===== src/rtl/plic_arbiter.sv =====
// PLIC interrupt core: per-source gateways with pending/claimed tracking, priority
// arbitration with a registered winner, external interrupt request and claim/complete service.
module plic_arbiter #(
  parameter int IRQ_NUM    = 21,
  parameter int PRIO_WIDTH = 4,
  parameter int ID_WIDTH   = 5
) (
  input  logic                         clk_i,
  input  logic                         rst_n_i,
  input  logic [IRQ_NUM-1:0]           irq_i,
  input  logic [IRQ_NUM-1:0]           edge_i,
  input  logic [IRQ_NUM-1:0]           ie_i,
  input  logic [IRQ_NUM*PRIO_WIDTH-1:0] prio_i,
  input  logic [PRIO_WIDTH-1:0]        thold_i,
  input  logic                         claim_i,
  output logic [ID_WIDTH-1:0]          claim_id_o,
  input  logic                         complete_i,
  input  logic [ID_WIDTH-1:0]          complete_id_i,
  output logic [IRQ_NUM-1:0]           ip_o,
  output logic                         ext_irq_o
);

  typedef enum logic [1:0] {
    S_IDLE    = 2'd0,
    S_PENDING = 2'd1,
    S_CLAIMED = 2'd2
  } src_state_e;

  // Source 0 is reserved: masking it here keeps it permanently idle.
  localparam logic [IRQ_NUM-1:0] SRC_MASK = ~IRQ_NUM'(1);

  src_state_e state_q [IRQ_NUM];
  src_state_e state_d [IRQ_NUM];
  logic [IRQ_NUM-1:0] missed_q, missed_d;
  logic [IRQ_NUM-1:0] irq_q;

  logic [IRQ_NUM-1:0] rise;
  logic [IRQ_NUM-1:0] edge_hit;
  logic [IRQ_NUM-1:0] trig;
  logic [IRQ_NUM-1:0] eligible;

  logic [ID_WIDTH-1:0]   best_id;
  logic [PRIO_WIDTH-1:0] best_prio;
  logic [ID_WIDTH-1:0]   win_id;
  logic [PRIO_WIDTH-1:0] win_prio;

  assign rise     = irq_i & ~irq_q & SRC_MASK;
  assign edge_hit = rise & edge_i;
  assign trig     = edge_hit | (irq_i & ~edge_i & SRC_MASK);
  assign eligible = ip_o & ie_i;

  // NOTE: sequential state uses non-blocking assignments so every register samples
  // pre-edge values; blocking here would create order-dependent races between blocks.
  // NOTE: the per-source state array is small control state, so it is reset like
  // any flop; it is not a RAM and must come up IDLE.
  always_ff @(posedge clk_i or negedge rst_n_i) begin
    if (!rst_n_i) begin
      for (int n = 0; n < IRQ_NUM; n++) state_q[n] <= S_IDLE;
      missed_q <= '0;
      irq_q    <= '0;
    end else begin
      for (int n = 0; n < IRQ_NUM; n++) state_q[n] <= state_d[n];
      missed_q <= missed_d;
      irq_q    <= irq_i;
    end
  end

  // NOTE: every output of a combinational block is given a default first so no
  // path through the case/if tree leaves a variable unassigned (which infers a latch).
  always_comb begin
    missed_d = missed_q;
    for (int n = 0; n < IRQ_NUM; n++) begin
      state_d[n] = state_q[n];
      unique case (state_q[n])
        S_IDLE: begin
          if (trig[n]) state_d[n] = S_PENDING;
        end
        S_PENDING: begin
          if (claim_id_o == ID_WIDTH'(n)) state_d[n] = S_CLAIMED;
          if (edge_hit[n]) missed_d[n] = 1'b1;
        end
        S_CLAIMED: begin
          if (complete_i && complete_id_i == ID_WIDTH'(n)) begin
            // A remembered (or simultaneous) edge re-pends straight away.
            state_d[n]  = (missed_q[n] || edge_hit[n]) ? S_PENDING : S_IDLE;
            missed_d[n] = 1'b0;
          end else if (edge_hit[n]) begin
            missed_d[n] = 1'b1;
          end
        end
        default: state_d[n] = S_IDLE;
      endcase
    end
  end

  always_comb begin
    ip_o = '0;
    for (int n = 0; n < IRQ_NUM; n++) ip_o[n] = (state_q[n] == S_PENDING);
    claim_id_o = (claim_i && win_prio > thold_i) ? win_id : '0;
  end

  // Strict greater-than while scanning upward makes ties resolve to the lowest ID;
  // starting from prio 0 excludes zero-priority sources.
  always_comb begin
    best_id   = '0;
    best_prio = '0;
    for (int n = 0; n < IRQ_NUM; n++) begin
      if (eligible[n] && prio_i[n*PRIO_WIDTH +: PRIO_WIDTH] > best_prio) begin
        best_id   = ID_WIDTH'(n);
        best_prio = prio_i[n*PRIO_WIDTH +: PRIO_WIDTH];
      end
    end
  end

  // The cycle after a claim is a bubble: the claimed source's pending bit is only
  // now clearing, so the stale winner must not be offered again.
  always_ff @(posedge clk_i or negedge rst_n_i) begin
    if (!rst_n_i) begin
      win_id    <= '0;
      win_prio  <= '0;
      ext_irq_o <= 1'b0;
    end else if (claim_i) begin
      win_id    <= '0;
      win_prio  <= '0;
      ext_irq_o <= 1'b0;
    end else begin
      win_id    <= best_id;
      win_prio  <= best_prio;
      ext_irq_o <= (best_prio > thold_i);
    end
  end

endmodule

===== config.mk =====
export PLATFORM = sky130hd
export DESIGN_NAME = plic_arbiter
export DESIGN_NICKNAME = d
export VERILOG_FILES = /design/src/rtl/plic_arbiter.sv
export SDC_FILE = /design/constraint.sdc
export NUM_CORES = 1
export LEC_CHECK = 0
export ABC_AREA = 1
export BUFFER_PORTS_ARGS = -buffer_cell sky130_fd_sc_hd__buf_4
export CELL_PAD_IN_SITES_DETAIL_PLACEMENT = 0
export CELL_PAD_IN_SITES_GLOBAL_PLACEMENT = 2
export CORE_ASPECT_RATIO = 0.5
export CORE_MARGIN = 2
export CORE_UTILIZATION = 32
export DETAILED_ROUTE_END_ITERATION = 16
export PLACE_DENSITY_LB_ADDON = 0.1
export SLEW_MARGIN = 20
export SYNTH_ARGS = -nofsm -noshare
export SYNTH_HDL_FRONTEND = slang
export SYNTH_SLANG_ARGS = --single-unit
export TNS_END_PERCENT = 100

===== constraint.sdc =====
create_clock -name clk_i -period 27.8 [get_ports clk_i]
set_input_delay 1.39 -clock clk_i [delete_from_list [all_inputs] [get_ports clk_i]]
set_output_delay 1.39 -clock clk_i [all_outputs]
set_load 0.01 [all_outputs]

==> results of run 1 <==
-- final timing paths --
check | from | endpoint | cells past startpoint
worst min register to register | missed_q[19] | missed_q[19] | 2
min in group asynchronous | rst_n_i | ext_irq_o | 1
worst min-delay path | missed_q[19] | missed_q[19] | 2
max in group asynchronous | rst_n_i | missed_q[3] | 2
worst max register to register | state_q[41] | ext_irq_o | 167
worst max-delay path | ie_i[0] | ext_irq_o | 167
-- placed cells by master, fill, tap and decap left out, drive strengths merged, types with 3 or more instances in the layout --
cell	count
nand2	370
inv	219
buf	188
nand3	150
ha	149
o21ai	115
nor2	102
dfrtp	92
a21oi	52
o21bai	32
o31ai	21
a22oi	20
nand4	17
clkbuf	14
and2	4
or2	3
-- cells by family (layout without fill, tap and decap cells) --
| family | after synthesis | count (layout) |
|---|---|---|
| flip-flops | 92 | 92 |
| buffers and inverters | 242 | 423 |
| AND/OR/NAND/NOR | 650 | 650 |
| AO/OA/AOI/OAI | 248 | 248 |
| adder cells (fa/ha/maj) | 149 | 149 |
| other | 0 | 1 |
-- area by class of cell --
cell class | instances | area (um^2)
multi-input cells | 1047 | 6590
repair buffers | 188 | 1410
inverters | 220 | 826
flip-flops and latches | 92 | 2300
clock buffers | 14 | 284
well taps | 399 | 499
diodes | 1 | 2.50
fillers | 3230 | 18400
clock inverters | 1 | 5.00
-- metal layers --
metal,GRT usage,wire [um],vias to the layer above
met5,0,0,-
met2,0.287,12000,106
met1,0.233,13500,4046
li1,-,-,4864
met3,0.0359,1120,14
met4,0.0254,193,0
-- worst min-delay path: cells and delay by family (launching register included) --
kind	cells	cell delay, ns
AOI/OAI and AO/OA	1	0.07
buffers and inverters	1	0.06
DFF	1	0.36
-- flip-flops by register name, indices dropped and copies added (netlist names) --
| name | flops |
|---|---|
| state_q | 42 |
| irq_q | 20 |
| win_id | 5 |
| missed_q | 20 |
| ext_irq_o | 1 |
| win_prio | 4 |
-- where the power goes --
group	switching, uW	total [uW]	leakage, uW	internal, uW
Clock	51.7	122	0.000145	69.9
Sequential	33.7	223	0.00113	189
Combinational	740	1200	0.00523	464
Total	826	1550	0.00650	723
-- metrics by stage --
step	cells	util	total power [uW]
floorplan	1381	-	1190
global placement	1946	0.383	1430
detailed placement	1946	0.383	1440
CTS	1961	0.393	1580
global route	1961	0.393	1780
finish	1962	0.393	1550
==> flow_metrics.tcl, run 1 <==
set metrics [dict create \
    outcome "finished clean" \
    netlist_instances 1381 \
    synth_common_cells "302 x nand2_1, 215 x inv_1, 149 x ha_1" \
    worst_setup_path_end_kind "flop" \
    max-vdd-ir-drop_v 0.0000424 \
    num_io_pins 187 \
    min_path_type "reg2reg" \
    totalWireLength_um 26800 \
    tritoncts_num_sinks 92 \
    die_boundary_height_um 128 \
    synth_mux_area_frac 0 \
    worst-endpoint-arrival_ns 23.78 \
    finalInstanceArea_um2 11900 \
    clock_tree.htree_level_count 3 \
    cts_buffers 9 \
    detail_route.iter0.violations 362 \
    post_synth.cell_area_avg_um2 7.16 \
    number_of_pins_exceeding_their_max_slew_limit_in_the_final_report 0 \
    postSynth.asyncResetShare 1.00 \
    max_slew_margin 0.406 \
    fmaxAchievable_ghz 0.0425 \
    r2r_slack_ns 4.89 \
    synth-simple-area-share 0.332 \
    critical_path.startpoint_type "input port" \
    area.growth.synth_to_final_pct 20.6 \
    netlist.top_cell.by_area "dfrtp_1" \
    antenna_found_initial 2 \
    synth_area_in_adders 0.189 \
    start_util 0.326 \
    synth_compound_gate_area_share 0.146 \
    total_of_buffers_placed_on_input_and_output_ports 184 \
    grtUsageTotal 0.172 \
    ctsResizeCount 0 \
    final.min_clock_period_ns 23.54 \
    synth_seq_cells 92 \
    synthMostInstantiatedCell "nand2_1" \
    synth.net_count 1690 \
    combinational_family_with_the_most_area_after_synthesis "simple AND/OR/NAND/NOR gates" \
    yosys_warning_total 0 \
    synth-seq-area-share 0.233 \
    post_cts.repair.setup_buffers 0 \
    cts.path.max_buffers 2 \
    detailedRoute.firstPassIterationCount 5 \
    finalSetupViolations 0 \
    category_of_cells_accounting_for_the_largest_share_of_critical_path_delay "simple AND/OR/NAND/NOR gates" \
    setup_ws_ns 4.26 \
    synth_xor_area_frac 0 \
    drc_errors 0 \
    syn_area_um2 9890 \
    synth.distinct_cells 36 \
    holdBufCountCts 0 \
    critical-path-top-cell-by-count "nand2_1" \
    routed-via-count 9030 \
    hold_viol_final 0 \
    fp-row-count 45 \
    worst-setup-path-type "in2reg" \
    yosys_most_used_dff "dfrtp_1" \
    detailedPlace.worstSlack_ns 3.60 \
    cts_tree "done" \
    die_area_um2 32400 \
    p_per_area_nw_per_um2 130 \
    synth.area.top_cells "dfrtp_1 23%, ha_1 19%, nand2_1 11%, inv_1 8.2%, nand3_1 6.4%" \
    fin_nets 1867 \
    worst-path-max-fanout 11 \
    setup_repair_after_global_routing_missed_its_margin "no" \
    gp_routability_congestion 0.789 \
    grt_first_pass_wirelength_um 44500 \
    tightestPinTransition_ns 0.887 \
    drv_cap 0 \
    vias_per_cell 4.60 \
    detail_route.wl_per_cell_um 13.7 \
    grt_overflow_total 0 \
    dp_hpwl_um 22900 \
    required_time_of_the_critical_path_ns 28.03 \
    path_clk_slew_ns 0.06 \
    clkLatencyLatePin_ns 0.35 \
    core_area_um2 30300 \
    clock_tree.root_cell "clkbuf_16" \
    finalClockSkew_ns 0.0113 \
    area_after_dpl_um2 11600 \
    critical-path-max-stage-delay_ns 0.35 \
    fin_worst_hold_slack_ns 0.529 \
    grt_pass1_vias 9096 \
    timing.critical_path.slowest_stage_cell "or2_2" \
    yosys.area.top_type_share 0.233 \
    drive_gt1_frac 0.216 \
    critical_path_buf_inv_count 23 \
    tns_ns 0 \
    postRouteAntennaNets 0 \
    post-route-period-util 0.847 \
    grt_max_degree 61 \
    leakage_power_of_the_design_uw 0.00650 \
    die_w_um 253 \
    number_of_synthesized_flops_with_an_enable_pin 0 \
]
Power figures use the tool's default switching activity.
==> run 2, diff against run 1 <==
- ABC_AREA: 1 -> 0
- CORE_UTILIZATION: 32 -> 34
- clock period: 27.8 -> 22.5 ns (I/O delays scaled with it)
==> flow_metrics.tcl, run 2 <==
set metrics [dict create \
    required_time_of_the_critical_path_ns 22.74 \
    num-fill-cells 2854 \
    min_path_type "reg2reg" \
    fmaxAchievable_ghz 0.0344 \
    antenna_found_initial 2 \
    timing.critical_path.slowest_stage_cell "or4b_4" \
    finalClockSkew_ns 0.0126 \
    number_of_pins_exceeding_their_max_slew_limit_in_the_final_report 0 \
    fp-row-count 45 \
    max_slew_margin 0.273 \
    cts.path.max_buffers 2 \
    total_of_buffers_placed_on_input_and_output_ports 184 \
    largest_register_ffs 42 \
    cts_buffers 9 \
    die_area_um2 32600 \
    num_io_pins 187 \
    drc_errors 0 \
    detailedRoute.firstPassIterationCount 5 \
    drive_gt1_frac 0.434 \
    clock_tree.htree_level_count 3 \
    post-route-period-util 1.29 \
    netlist_instances 1346 \
    critical_path_buf_inv_count 18 \
    path_clk_slew_ns 0.06 \
    postSynth.asyncResetShare 1.00 \
    grt_first_pass_wirelength_um 58600 \
    die_boundary_height_um 129 \
    clkLatencyLatePin_ns 0.35 \
    worst_setup_path_end_kind "flop" \
    detail_route.iter0.violations 480 \
    synthMostInstantiatedCell "nand2_1" \
    synth.net_count 1655 \
    area_after_dpl_um2 15000 \
    core_area_um2 30500 \
    grt_max_degree 68 \
    post_synth.cell_area_avg_um2 7.85 \
    layout_top_registers "state_q: 42 flops, irq_q: 20 flops, missed_q: 20 flops" \
    setup_repair_after_global_routing_missed_its_margin "yes" \
    start_util 0.347 \
    hold_viol_final 0 \
    mostFrequentLayoutCell "buf_4" \
    synth_seq_cells 92 \
    drv_cap 0 \
    synth.distinct_cells 95 \
    synth.area.top_cells "dfrtp_1 22%, ha_1 18%, nand2_1 6.4%, inv_1 5.5%, a21oi_1 4.7%" \
    outcome "finished, violations left" \
    critical-path-max-stage-delay_ns 0.50 \
    critical_path.startpoint_type "input port" \
    detail_route.wl_per_cell_um 16.1 \
    fin_nets 2177 \
    final.min_clock_period_ns 29.09 \
    category_of_cells_accounting_for_the_largest_share_of_critical_path_delay "compound AO/OA/AOI/OAI gates" \
    vias_per_cell 5.16 \
    grt_overflow_total 0 \
    worst-path-max-fanout 6 \
    gp_routability_congestion 0.886 \
    worst-setup-path-type "in2reg" \
    tritoncts_num_sinks 92 \
    syn_area_um2 10600 \
    area.growth.synth_to_final_pct 58.5 \
    yosys.area.top_type_share 0.218 \
    cts_tree "done" \
    routed-via-count 11847 \
    failed_checks "setup timing" \
    yosys_warning_total 0 \
    finalSetupViolations 10 \
    max_flop_register "state_q" \
    synth_common_cells "180 x nand2_1, 156 x inv_1, 149 x ha_1" \
    finalCoreUtilization 0.550 \
    synth-seq-area-share 0.218 \
    grtUsageTotal 0.223 \
    worst-endpoint-arrival_ns 29.33 \
    tightestPinTransition_ns 1.08 \
    number_of_synthesized_flops_with_an_enable_pin 0 \
    netlist.top_cell.by_area "dfrtp_1" \
    critical-path-top-cell-by-count "ha_4" \
    grt_pass1_vias 11947 \
    clock_tree.root_cell "clkbuf_16" \
    die_w_um 253 \
    final_cell_mix "535 x buf_4, 167 x nand2_1, 143 x inv_1" \
    dp_hpwl_um 29900 \
    setup_ws_ns -6.59 \
    postRouteAntennaNets 0 \
    finalInstanceArea_um2 16800 \
    totalWireLength_um 36900 \
    yosys_most_used_dff "dfrtp_1" \
]
run 2: logic make-up after synthesis:
| logic type | Yosys count | synth area share |
|---|---|---|
| XOR/XNOR | 7 | 0.00580 |
| AO/OA/AOI/OAI | 433 | 0.288 |
| multiplexers | 43 | 0.0449 |
| adder cells (fa/ha/maj) | 151 | 0.178 |
| AND/OR/NAND/NOR | 428 | 0.190 |
| buffers and inverters | 192 | 0.0756 |
| flip-flops | 92 | 0.218 |
run 2: what timing repair did:
item | in CTS | in global routing
hold buffers | 0 | 0
endpoints found under the hold margin | 0 | 0
resized for setup | 81 | 96
endpoints found under the setup margin | 10 | 10
buffers inserted | 58 | 25
pin swaps | 105 | 84
run 2: per-stage QoR:
stage / setup slack [ns] / setup TNS (ns) / cells / hold slack, ns
after floorplan: -7.00 / -63.39 / 1346 / 0.457
final: -6.59 / -60.19 / 2296 / 0.499
after global placement: -7.22 / -66.45 / 2201 / 0.482
after detailed placement: -7.86 / -72.50 / 2201 / 0.492
after CTS: -6.35 / -59.04 / 2274 / 0.507
after global routing: -8.10 / -74.97 / 2296 / 0.562
run 2: worst min-delay path, stage by stage, from the launching register on:
cell and delay, ns:
dfrtp_1 0.34, a21oi_1 0.04, nor2_1 0.07
run 2: area by class of cell:
class                      count  area (um^2)  share of cell area
sequential                    92         2300               0.137
clock buffer                  11          233              0.0139
inverter                     156          596              0.0355
multi-input combinational   1062         8870               0.529
antenna                        1         2.50            0.000149
tap                          423          529              0.0316
timing repair buffer         547         4160               0.248
clock inverter                 4         75.1             0.00448
run 2: worst paths after layout:
path / from / endpoint / slack (ns) / cells past startpoint
max in group asynchronous: rst_n_i / irq_q[6] / 20.59 / 2
worst min register to register: missed_q[20] / missed_q[20] / 0.50 / 2
worst min-delay path: missed_q[20] / missed_q[20] / 0.50 / 2
worst max-delay path: ie_i[0] / ext_irq_o / -6.59 / 158
worst max register to register: state_q[41] / ext_irq_o / -6.39 / 158
min in group asynchronous: rst_n_i / missed_q[20] / 0.68 / 1
run 2: routing by layer:
metal	up-vias	global-route usage	share of wire
met5	-	0	0
met4	0	0.0365	0.0091
met3	26	0.0257	0.024
met2	168	0.396	0.49
met1	5739	0.296	0.48
li1	5914	-	-
Power of run 2 is not shown: default switching activity piles up to over one toggle a cycle in this logic, so the estimate is an artifact.
==> run 3, diff against run 2 <==
- SETUP_SLACK_MARGIN: not set -> 0.1
==> flow_metrics.tcl, run 3 (synthesized netlist as in run 2, its figures left out) <==
set metrics [dict create \
    outcome "finished, violations left" \
    failed_checks "setup timing" \
    worst-setup-path-type "in2reg" \
    mostFrequentLayoutCell "buf_4" \
    finalSetupViolations 10 \
    clkLatencyLatePin_ns 0.35 \
    routed-via-count 11847 \
    grt_max_degree 68 \
    clock_tree.htree_level_count 3 \
    worst_setup_path_end_kind "flop" \
    cts_tree "done" \
    grt_pass1_vias 11947 \
    dp_hpwl_um 29900 \
    vias_per_cell 5.16 \
    timing.critical_path.slowest_stage_cell "or4b_4" \
    max_slew_margin 0.273 \
    dp_cells 2201 \
    finish.cell_count_without_fillers 2296 \
    cts_buffers 9 \
    antenna_found_initial 2 \
    grtUsageTotal 0.223 \
    min_path_type "reg2reg" \
    required_time_of_the_critical_path_ns 22.74 \
    fmaxAchievable_ghz 0.0344 \
    cts.path.max_buffers 2 \
    layout_top_registers "state_q: 42 flops, irq_q: 20 flops, missed_q: 20 flops" \
    largest_register_ffs 42 \
    critical_path.startpoint_type "input port" \
    critical-path-top-cell-by-count "ha_4" \
    die_boundary_height_um 129 \
    die_w_um 253 \
    tritoncts_num_sinks 92 \
    drive_gt1_frac 0.434 \
    setup_ws_ns -6.59 \
    finalClockSkew_ns 0.0126 \
    postRouteAntennaNets 0 \
    fin_nets 2177 \
    detail_route.wl_per_cell_um 16.1 \
    fp-row-count 45 \
    drc_errors 0 \
    setup_repair_after_global_routing_missed_its_margin "yes" \
    detail_route.iter0.violations 480 \
    path_clk_slew_ns 0.06 \
    detailedRoute.firstPassIterationCount 5 \
    critical-path-max-stage-delay_ns 0.50 \
    clock_tree.root_cell "clkbuf_16" \
    total_of_buffers_placed_on_input_and_output_ports 184 \
    final_cell_mix "535 x buf_4, 167 x nand2_1, 143 x inv_1" \
    max_flop_register "state_q" \
    final.min_clock_period_ns 29.09 \
    core_area_um2 30500 \
    grt_first_pass_wirelength_um 58600 \
    gp_routability_congestion 0.886 \
    worst-endpoint-arrival_ns 29.33 \
    tightestPinTransition_ns 1.08 \
    grt_overflow_total 0 \
    drv_cap 0 \
    totalWireLength_um 36900 \
    post-route-period-util 1.29 \
    die_area_um2 32600 \
    start_util 0.347 \
    worst-path-max-fanout 6 \
    num_io_pins 187 \
    area.growth.synth_to_final_pct 58.5 \
    number_of_pins_exceeding_their_max_slew_limit_in_the_final_report 0 \
    hold_viol_final 0 \
]
==> run 3: cell counts in the layout (fill, tap and decap cells not counted) <==
No cell type changed its count.
==> run 3: critical path: cells and delay by family <==
kind | cells | cell delay [ns]
AND/OR/NAND/NOR | 37 | 5.61
multiplexers | 16 | 4.33
buffers and inverters | 18 | 1.87
adder cells (fa/ha/maj) | 22 | 5.19
AO/OA/AOI/OAI | 65 | 11.11
==> run 3: cell type report <==
| type | count | area (um^2) |
|---|---|---|
| multi-input combinational | 1062 | 8870 |
| clock inverter | 4 | 75.1 |
| inverter | 156 | 596 |
| fill | 2854 | 13700 |
| tap | 423 | 529 |
| sequential | 92 | 2300 |
| clock buffer | 11 | 233 |
| antenna | 1 | 2.50 |
| timing repair buffer | 547 | 4160 |
==> run 3: path summary, 6_finish.rpt <==
kind	endpoint	cells past startpoint	start	slack, ns
max reg2reg	ext_irq_o	158	state_q[41]	-6.39
min	missed_q[20]	2	missed_q[20]	0.50
min reg2reg	missed_q[20]	2	missed_q[20]	0.50
min in group asynchronous	missed_q[20]	1	rst_n_i	0.68
max	ext_irq_o	158	ie_i[0]	-6.59
max in group asynchronous	irq_q[6]	2	rst_n_i	20.59
==> run 3: what timing repair did <==
action | CTS | global route
pin swaps | 105 | 84
endpoints found under the setup margin | 10 | 10
gates resized for setup | 81 | 96
hold buffers | 0 | 0
buffers inserted | 58 | 25
==> run 3: per-layer routing <==
| metal | part of all wire | GRT usage | vias to the layer above |
|---|---|---|---|
| met5 | 0 | 0 | - |
| li1 | - | - | 5914 |
| met3 | 0.024 | 0.0257 | 26 |
| met1 | 0.48 | 0.296 | 5739 |
| met4 | 0.0091 | 0.0365 | 0 |
| met2 | 0.49 | 0.396 | 168 |
==> run 3: stage by stage <==
step,cell area (um^2),worst slack (ns),setup TNS (ns),hold WS (ns),utilization
after global placement,15000,-7.22,-66.45,0.482,0.493
after detailed placement,15000,-7.86,-72.50,0.492,0.493
final,16800,-6.59,-60.19,0.499,0.550
after floorplan,11200,-7.00,-63.39,0.457,-
after CTS,16100,-6.35,-59.04,0.507,0.529
after global routing,16800,-8.10,-74.97,0.562,0.550
Power of run 3 is left out for the same reason.
